$ cat src/rtl/pipe_sel_mux_buf.sv
// N-source select mux (one code selects a constant) feeding a registered
// 2-entry valid/ready elastic buffer with synchronous flush and a sticky bad-select flag.
module pipe_sel_mux_buf #(
  parameter int          WIDTH     = 32,
  parameter int          NUM_SRC   = 4,
  parameter int          SEL_W     = $clog2(NUM_SRC + 1),
  parameter int unsigned CONST_VAL = 0
) (
  input  logic                     clk,
  input  logic                     rst_n,
  input  logic                     flush,
  input  logic                     in_valid,
  output logic                     in_ready,
  input  logic [SEL_W-1:0]         in_sel,
  input  logic [NUM_SRC*WIDTH-1:0] in_data,
  output logic                     out_valid,
  input  logic                     out_ready,
  output logic [WIDTH-1:0]         out_data,
  output logic [SEL_W-1:0]         out_sel,
  output logic                     err,
  input  logic                     err_clr
);

  typedef enum logic [1:0] {
    EMPTY = 2'd0,
    ONE   = 2'd1,
    FULL  = 2'd2
  } state_t;

  localparam logic [SEL_W-1:0] CONST_CODE = SEL_W'(NUM_SRC);

  function automatic logic [WIDTH-1:0] sel_src(input logic [SEL_W-1:0]         s,
                                               input logic [NUM_SRC*WIDTH-1:0] d);
    logic [WIDTH-1:0] r;
    r = '0;
    for (int k = 0; k < NUM_SRC; k++) begin
      if (s == SEL_W'(k)) r = d[k*WIDTH +: WIDTH];
    end
    if (s == CONST_CODE) r = WIDTH'(CONST_VAL);
    return r;
  endfunction

  state_t             state_q, state_d;
  logic [WIDTH-1:0]   sel_data_p0;
  logic               bad_sel_p0;
  logic [WIDTH-1:0]   main_data_p1, skid_data_p1;
  logic [SEL_W-1:0]   main_sel_p1, skid_sel_p1;
  logic               err_q;
  logic               accept, deliver;
  logic               load_main, load_skid, move_skid;

  // Stage p0: combinational source select
  assign sel_data_p0 = sel_src(in_sel, in_data);
  assign bad_sel_p0  = (in_sel > CONST_CODE);

  // Handshake flags come straight from the state register, so in_ready never sees out_ready
  assign in_ready  = (state_q != FULL);
  assign out_valid = (state_q != EMPTY);
  assign accept    = in_valid & in_ready & ~flush;
  assign deliver   = out_valid & out_ready;

  always_comb begin
    state_d   = state_q;
    load_main = 1'b0;
    load_skid = 1'b0;
    move_skid = 1'b0;
    case (state_q)
      EMPTY: begin
        if (accept) begin
          state_d   = ONE;
          load_main = 1'b1;
        end
      end
      ONE: begin
        if (accept && deliver) begin
          load_main = 1'b1;
        end else if (accept) begin
          state_d   = FULL;
          load_skid = 1'b1;
        end else if (deliver) begin
          state_d = EMPTY;
        end
      end
      FULL: begin
        if (deliver) begin
          state_d   = ONE;
          move_skid = 1'b1;
        end
      end
      default: state_d = EMPTY;
    endcase
    // Flush drops everything buffered plus any beat offered this cycle
    if (flush) begin
      state_d   = EMPTY;
      load_main = 1'b0;
      load_skid = 1'b0;
      move_skid = 1'b0;
    end
  end

  always_ff @(posedge clk or negedge rst_n) begin
    if (!rst_n) state_q <= EMPTY;
    else        state_q <= state_d;
  end

  // Stage p1: main (output) and skid registers
  always_ff @(posedge clk or negedge rst_n) begin
    if (!rst_n) begin
      main_data_p1 <= '0;
      main_sel_p1  <= '0;
      skid_data_p1 <= '0;
      skid_sel_p1  <= '0;
    end else begin
      if (load_main) begin
        main_data_p1 <= sel_data_p0;
        main_sel_p1  <= in_sel;
      end else if (move_skid) begin
        main_data_p1 <= skid_data_p1;
        main_sel_p1  <= skid_sel_p1;
      end
      if (load_skid) begin
        skid_data_p1 <= sel_data_p0;
        skid_sel_p1  <= in_sel;
      end
    end
  end

  always_ff @(posedge clk or negedge rst_n) begin
    if (!rst_n)                    err_q <= 1'b0;
    else if (accept && bad_sel_p0) err_q <= 1'b1;
    else if (err_clr)              err_q <= 1'b0;
  end

  assign out_data = main_data_p1;
  assign out_sel  = main_sel_p1;
  assign err      = err_q;

endmodule

$ cat config.mk
export PLATFORM = sky130hd
export DESIGN_NAME = pipe_sel_mux_buf
export DESIGN_NICKNAME = d
export VERILOG_FILES = /design/src/rtl/pipe_sel_mux_buf.sv
export SDC_FILE = /design/constraint.sdc
export NUM_CORES = 1
export LEC_CHECK = 0
export CAP_MARGIN = 20
export CELL_PAD_IN_SITES_DETAIL_PLACEMENT = 0
export CELL_PAD_IN_SITES_GLOBAL_PLACEMENT = 2
export CORE_MARGIN = 2
export CORE_UTILIZATION = 26
export DETAILED_ROUTE_END_ITERATION = 16
export PLACE_DENSITY = 0.77
export SETUP_SLACK_MARGIN = 0.15
export SLEW_MARGIN = 20
export SYNTH_ARGS = -nofsm -noshare
export SYNTH_HDL_FRONTEND = slang
export SYNTH_SLANG_ARGS = --single-unit
$ cat constraint.sdc
create_clock -name clk -period 2.1 [get_ports clk]
set_clock_uncertainty 0.15 [all_clocks]
set_input_delay 0.42 -clock clk [delete_from_list [all_inputs] [get_ports clk]]
set_output_delay 0.42 -clock clk [all_outputs]
set_load 0.03 [all_outputs]
# Word level (Yosys, flattened, before mapping)
# Cells that the tools add are included.
[word_totals]
ff_bits = 73
in_bits = 137
out_inout_bits = 38
wordCells = 58
[classes]
magnitude_cmp = 1
n_eq_ne = 11
muxes = 28
bitwise_logic = 4
n_reduce_logical = 8
[ops]
columns = ["op", "count"]
rows = [
  ["$mux 32", 7],
  ["$mux 2", 6],
  ["$mux 1", 11],
  ["$ne 3x3->1 const B", 3],
  ["$eq 3x2->1 const B", 2],
  ["$mux 3", 2],
  ["$pmux 2 s3", 1],
  ["$reduce_bool 2->1", 3],
  ["$ne 4x4->1 const B", 1],
  ["$reduce_and 4->1", 1],
  ["$and 1x1->1", 3],
  ["$eq 3x1->1 const B", 1],
  ["$eq 3x3->1 const B", 1],
  ["$gt 3x3->1 const B", 1],
  ["$logic_not 3->1", 1],
  ["$eq 2x1->1 const B", 1],
  ["$eq 2x2->1 const B", 1],
  ["$logic_and 1x1->1", 2],
  ["$logic_not 2->1", 1],
  ["$ne 2x2->1 const B", 1],
  ["$pmux 1 s2", 1],
  ["$not 1->1", 1],
]

# Logic depth before layout (Yosys ltp)
# Gate-level depths: netlist of the first run.
[depth]
ltp_word = 8
depth_mapped = 6
mapped_depth_nobuf = 3

# Least setup slack after synthesis of the first run
# No wires, ideal clock.
[synth_path]
path_type = "input -> register"
from = "input port in_sel[1]"
to = "register main_data_p1[10], in the netlist out_data[10]"
setup_time_ps = 126
arrival_time_ps = 1353
t_required_ps = 1824
slack_ps = 471
stages = 5
path_buffers = 2
path_cell_list = "buf_2 -> buf_2 -> mux2i_1 -> o22ai_1 -> a221o_1"
[synth_between]
elab_chain_len = 7
elab_cells_between_ends = 11
[synth_rtl]
columns = ["element", "line_no", "source"]
rows = [
  ["from (decl)", "14", "input logic [SEL_W-1:0] in_sel,"],
  ["$logic_not 3->1", "37", "if (s == SEL_W'(k)) r = d[k*WIDTH +: WIDTH];"],
  ["$mux 32 (4 in series)", "37", ""],
  ["$mux 32 (*)", "39", "if (s == CONST_CODE) r = WIDTH'(CONST_VAL);"],
  ["$mux 32 (*)", "114", "if (load_main) begin"],
  ["to (signal assigned)", "115", "main_data_p1 <= sel_data_p0;"],
  ["to (signal assigned)", "118", "main_data_p1 <= skid_data_p1;"],
  ["to (decl)", "46", "logic [WIDTH-1:0] main_data_p1, skid_data_p1;"],
]
# Every way passes the cells marked *; elsewhere a longest branch is shown, timed or not.
# A chain may end at the register's enable or synchronous reset.

# Worst setup path after layout of the first run
[layout_path]
from = "input port in_valid"
to = "register skid_data_p1[20]"
[layout_between]
elab_chain_len = 6
elab_cells_between_ends = 7
[layout_rtl]
columns = ["element", "line_no", "source"]
rows = [
  ["from (decl)", "12", "input logic in_valid,"],
  ["$and 1x1->1 (*) (2 in series)", "59", "assign accept = in_valid & in_ready & ~flush;"],
  ["$mux 1 or $logic_and 1x1->1 (tied branches)", "77, 75", ""],
  ["$mux 1 (*)", "75", "if (accept && deliver) begin"],
  ["$mux 1 (*)", "67", "case (state_q)"],
  ["$mux 1 (*)", "93", "if (flush) begin"],
  ["to (signal assigned)", "122", "skid_data_p1 <= sel_data_p0;"],
  ["to (decl)", "46", ""],
]
# Marked as above.

==> results.md, run 1 <==
- Status: completed
- Post-Layout Inst Area: 6695 µm²
- Post-synthesis cell type count: 32
- CP max FO: 15
- Post-route clock period utilization: 87.89%
- Switch share: 30.16%
- Fraction of layout cells with a size suffix above 1: 12.98%
- Final #Nets: 679
- Mapped Cells: 354
- Cell Pwr Density: 703.8 nW/µm²
- Area growth syn-to-layout: 61.96%
- Hpwl dp: 9.416 mm
- Syn Nets: 491
- Top layer reached by signal wires: met4
- Vias in the first global route: between 3000 and 4000
- Initial antenna violation count: 1
- Final setup viols: 0
- Worst skew pair latency: 0.33 ns
- Largest net degree at the start of global routing: 40
- Relative slew slack: between 60% and 70%
- Overall Global Routing Usage: 14.98%
- CP dominant cell by count: buf_12
- Mapped Avg Cell Area: 11.68 µm²
- Fill count: 1502
- Share of the yosys chip area belonging to registers: 44.19%
- RSZ-0062 raised after global routing: false
- Setup ws final: 0.2544 ns
- Placeable Area: 15710 µm²
- Period minus WS final: between 1.5 and 2 ns
- #FFs+latches synth: between 70 and 80
- Die height: 130.1 µm
- Max Slew Vio Count: 0
- Row cnt: 46
- Crit-path slowest cell: clkdlybuf4s50_1
- MaxCap Viol Count: 0
- DRT iter0 DRCs: about 150
- Worst slew pin tran: ~0.48 ns
- HP Class: flop to flop
- Total number of H-tree levels: 3
- VDD IR max: 0.3498 mV
- TNS Setup: 0 ns
- Prevailing post-synth register cell: dfrtp_1
- ANT nets after route: 0
- Clock slew at reported path FFs: 0.06 ns
- CTS tree: built
- Top Family by Delay on Critical Path: buffers and inverters
- Slowest stage delay, CP: roughly 0.52 ns
- Leak Pwr: 3.190 nW
- Max clock buf depth: 2
- Met3 WL: between 600 and 700 µm
- CP bufs+invs: 4
- CP Capture Type: flop
- Int Pwr: around 3.3 mW
- Hold_ws: 0.3450 ns
- RePlAce Congestion: roughly 0.79
- Final WL: 12.72 mm
- Port bufs: about 170
- Post-synth ARST share: 100.0%
- First-pass GRT wire length: 19.73 mm
- Overflow after GRT: 0
- Die Width: roughly 130 µm
- WL met1: 5.551 mm
- Synth warn: 0
- Drt wl/cell: ~17 µm
- Starting Density: a little over a quarter
- Io pins: 175
- CTS Buf Count: 9
- Clock power share: 32.6%
- Dpl cell area: 6340 µm²
- Drt pass-1 iters: 4
- Via count: 3537
- Die area: ~17000 µm²
- Mapped cell area: 4134 µm²
- Sink Count: 73
- Fmax: around 0.54 GHz
- Crit path cell chain: clkdlybuf4s50_1, buf_4, nor3b_4, nand2_2, buf_12, buf_12, o21ai_0
- Final Hold Fails: 0
- WL met2: ~6.3 mm
- Routed vias/inst: 4.630
- Clock root cell: clkbuf_16
- Comb pwr share: roughly 29%
- Critical path class: primary input to flop
- Post-synth EDFFs: 0
- Drt drc: 0
- Switching power: 1.421 mW
- Critical Path Start Type: primary input
- Worst EP required: 2.18 ns
- Seq pwr share: between 30% and 40%
- Worst EP arrival: 1.93 ns
- Pre-CTS setup slack: -0.1567 ns
state kept, by name, summed over array words and instances (netlist names):
register / cells
out_sel: 3
out_data: 32
err: 1
skid_data_p1: 32
state_q: 2
skid_sel_p1: 3
final timing paths:
check / end / depth (start not counted) / slack (ns) / start
min in group asynchronous: out_data[21] / 2 / 0.45 / rst_n
min reg2reg: skid_data_p1[3] / 1 / 0.35 / skid_data_p1[3]
max: skid_data_p1[20] / 7 / 0.25 / in_valid
max in group asynchronous: out_sel[2] / 3 / 0.78 / rst_n
max reg2reg: out_data[13] / 5 / 0.29 / state_q[0]
min: skid_data_p1[3] / 1 / 0.35 / skid_data_p1[3]
routing by layer:
layer	vias to the layer above	track usage [%]
met5	-	0
met4	0	4.428
met3	13	3.116
met2	95	24.85
met1	1718	19.73
li1	1711	-
power by group through the flow:
stage	registers [mW]	clock network [mW]	logic, mW
floorplan	2.04	0	0.482
global placement	1.82	0	1.42
detailed placement	1.83	0	1.45
CTS	1.81	1.57	1.40
global route	1.84	1.64	1.48
finish	1.80	1.54	1.37
layout by cell type (no fill, tap or decap), types with 2 or more instances in the layout:
cell type	count
clkdlybuf4s50_1	133
mux2i_1	115
dfrtp_1	73
o21ai_0	46
o22a_1	25
dlygate4sd2_1	22
buf_4	20
dlymetal6s2s_1	16
buf_12	12
mux2_2	10
and2_1	10
a221o_1	10
clkbuf_16	10
o22ai_1	7
o21ai_1	5
nand2b_1	3
or2_2	2
nand2_2	2
nand2_1	2
clkinvlp_4	2
timing repair:
item	CTS	global route
endpoints found under the hold margin	34	0
gates resized for setup	23	21
hold buffers	1	0
pin swaps	0	1
gates cloned	0	1
endpoints found under the setup margin	23	47
buffers inserted	0	1
per-stage QoR:
| step | utilization (%) | total power, mW | std cells |
|---|---|---|---|
| 5_1_grt | 42.59 | 4.967 | 763 |
| 4_1_cts | 42.12 | 4.781 | 761 |
| 3_3_place_gp | 40.35 | 3.245 | 744 |
| 3_5_place_dp | 40.35 | 3.278 | 744 |
| 2_1_floorplan | - | 2.526 | 354 |
| 6_report | 42.61 | 4.712 | 764 |
worst register-to-register path: stages, from the launching register on:
cell      delay (ns)
dfrtp_1         0.40
buf_4           0.17
nor4bb_4        0.30
buf_6           0.19
a21oi_2         0.10
a221o_1         0.38
cell families after synthesis:
family                 count (synthesis)  share of synthesized area, %
and+or+nand+nor                       27                         4.964
muxes                                125                         30.57
DFF                                   73                         44.19
AOI/OAI and AO/OA                     98                         15.92
buffers and inverters                 31                         4.358
layout make-up:
type,count,area (µm²),area share [%]
Sequential cell,73,1827,27.28
Timing Repair Buffer,207,2166,32.35
Clock inverter,6,67.56,1.009
Multi-Input combinational cell,250,2130,31.81
Clock buffer,10,229.0,3.420
Tap cell,216,270.3,4.037
Inverter,1,3.754,0.05606
Antenna cell,1,2.502,0.03738
synth_stat cells (3+ instances only):
master	n	area [µm²]
a221o_1	10	100.1
clkbuf_1	11	41.29
mux2i_1	115	1151
o21ai_1	4	20.02
o22ai_1	7	43.79
buf_6	4	45.04
nand2b_1	3	18.77
buf_4	6	45.04
dfrtp_1	73	1827
o21ai_0	47	235.2
buf_2	8	40.04
mux2_2	10	112.6
and2_1	10	62.56
o22a_1	25	219.0
Power figures use the tool's default switching activity.
==> inputs of run 2 (changes only) <==
--- a/config.mk
+++ b/config.mk
@@ -11,7 +11,7 @@
 export CORE_MARGIN = 2
 export CORE_UTILIZATION = 26
 export DETAILED_ROUTE_END_ITERATION = 16
-export PLACE_DENSITY = 0.77
+export PLACE_DENSITY = 0.86
 export SETUP_SLACK_MARGIN = 0.15
 export SLEW_MARGIN = 20
 export SYNTH_ARGS = -nofsm -noshare
==> constraint.sdc (replaced) <==
create_clock -name clk -period 2.1 [get_ports clk]
set_clock_uncertainty 0.15 [all_clocks]
set_input_delay 0.315 -clock clk [delete_from_list [all_inputs] [get_ports clk]]
set_output_delay 0.315 -clock clk [all_outputs]
set_load 0.03 [all_outputs]
==> run 2 against run 1 <==
Compared with the run above:
- sequential power barely moved
- die area is the same
- sequential share of layout area grew 0.56 points
- utilization decreased by 0.80 points
- non-clock buffer count shrank 10
==> results.md, run 2 (synthesis results as in run 1) <==
- CP bufs+invs: 1
- Final #Nets: between 600 and 700
- Setup Fix Bufs, Post-CTS: 0
- Switching power: 1.387 mW
- Fraction of layout cells with a size suffix above 1: 11.55%
- Overflow after GRT: 0
- CP max FO: 2
- Placeable Area: roughly 16000 µm²
- Sink Count: 73
- Final setup viols: 0
- CP endpoint: out_data[3]
- Die height: between 100 and 150 µm
- Overall Global Routing Usage: 14.38%
- Diode count: 0
- Max Slew Vio Count: 0
- Top Family by Delay on Critical Path: buffers and inverters
- CP Capture Type: output port
- Comb pwr share: 28.3%
- DRT iter0 DRCs: ~130
- MaxCap Viol Count: 0
- Fmax: 0.5374 GHz
- CTS Buf Count: 9
- Dpl cells: approximately 740
- Critical path class: flop to output port
- Max clock buf depth: 2
- Pre-CTS setup slack: -0.1099 ns
- Status: completed
- Seq pwr share: between 30% and 40%
- Critical R2R Launch: state_q[0]
- RSZ-0062 raised after global routing: true
- VDD IR max: around 0.42 mV
- Hpwl dp: 9.182 mm
- Initial antenna violation count: 0
- Relative slew slack: 65.23%
- Worst EP arrival: 1.40 ns
- Critical Path Start Type: flop
- Post-route clock period utilization: 88.61%
- TNS Setup: 0 ns
- Cell Pwr Density: 755.4 nW/µm²
- Leak Pwr: 2.841 nW
- Post-Layout Inst Area: 6569 µm²
- HP Class: primary input to async pin
- Vias in the first global route: 3673
- Worst slew pin tran: 0.5216 ns
- Slowest stage delay, CP: 0.72 ns
- Post-Layout Cell Count: about 750
- Dpl cell area: 6217 µm²
- Final WL: 12.07 mm
- Worst r2r dst: out_data[9]
- Routed vias/inst: between 4 and 5
- Setup ws final: 0.2392 ns
- Crit-path slowest cell: clkdlybuf4s50_1
- Drt pass-1 iters: 4
- Io pins: 175
- Port bufs: 174
- Int Pwr: 3.575 mW
- Area growth syn-to-layout: 58.90%
- Via count: 3526
- RePlAce Congestion: 0.7639
- Final Hold Fails: 0
- Worst skew pair latency: 0.33 ns
- Period minus WS final: 1.861 ns
- Worst EP required: about 1.6 ns
- Critical Path Stages: 1
- Total number of H-tree levels: 3
- Starting Density: 26.31%
- ANT nets after route: 0
- First-pass GRT wire length: slightly below 20 mm
- Drt wl/cell: 16.03 µm
- Largest net degree at the start of global routing: 39
- Drt drc: 0
- Reg2reg setup slack: 0.31 ns
- Clock root cell: clkbuf_16
- Crit path cell chain: clkdlybuf4s50_1
- Die area: 16920 µm²
- Die Width: 130.1 µm
- Row cnt: 46
- Switch share: 27.96%
- Clock power share: 35.3%
- Clock slew at reported path FFs: around 0.06 ns
- Commonest non-fill, non-tap cell in the layout: clkdlybuf4s50_1
- CP startpoint: out_data[3]
- CTS tree: built
- Reg2Reg Depth: 4
- Most frequent cells in the layout: clkdlybuf4s50_1, mux2i_1, dfrtp_1, o21ai_0, o22a_1
==> run 2: cell count changes in the layout (fill, tap and decap cells not counted), moves of 2 or more <==
cell	delta
clkdlybuf4s50_1	+37
dlygate4sd2_1	-22
dlymetal6s2s_1	-16
buf_12	-5
buf_4	-3
bufinv_16	+2
dfrtp_1	-2
dfrtp_2	+2
==> run 2: repair_timing <==
action	CTS	global route
hold buffers	1	0
endpoints found under the hold margin	35	0
setup endpoints to repair	2	3
pin swaps	0	0
gates resized for setup	2	5
==> run 2: metal layers <==
metal	GRT usage (%)	up-vias	share of wire, %
li1	-	1698	-
met1	18.22	1737	43
met2	25.13	87	51
met3	3.649	4	5.4
met4	2.467	0	0.39
met5	0	-	0
==> run 2: power by group through the flow <==
stage | clock, mW | sequential [mW] | combinational [mW]
6_report | 1.75 | 1.81 | 1.40
3_3_place_gp | 0 | 1.82 | 1.40
2_1_floorplan | 0 | 2.04 | 0.482
5_1_grt | 1.86 | 1.84 | 1.51
3_5_place_dp | 0 | 1.83 | 1.42
4_1_cts | 1.79 | 1.81 | 1.43
==> run 2: per-stage QoR <==
step	hold slack, ns	util (%)	total power, mW
floorplan	-0.1306	-	2.526
global route	0.3701	41.81	5.215
CTS	0.3493	41.81	5.028
global placement	0.1510	39.57	3.218
finish	0.3339	41.81	4.962
detailed placement	0.1552	39.57	3.257
==> run 2: area by class of cell <==
type | count | area, µm²
Clock buffer | 10 | 229.0
Clock inverter | 6 | 115.1
Fill cell | 1509 | 9144
Inverter | 1 | 3.754
Multi-Input combinational cell | 250 | 2127
Sequential cell | 73 | 1829
Tap cell | 216 | 270.3
Timing Repair Buffer | 197 | 1994
==> run 2: worst min-delay path by stage <==
stage               startpoint               to  slack, ns  cells past startpoint
3_5_place_dp             rst_n       out_sel[0]       0.16                      1
3_3_place_gp             rst_n       out_sel[2]       0.15                      1
6_report                 rst_n       out_sel[0]       0.33                      2
4_1_cts                  rst_n       out_sel[0]       0.35                      2
5_1_grt        skid_data_p1[3]  skid_data_p1[3]       0.37                      1
2_1_floorplan            rst_n              err      -0.13                      0
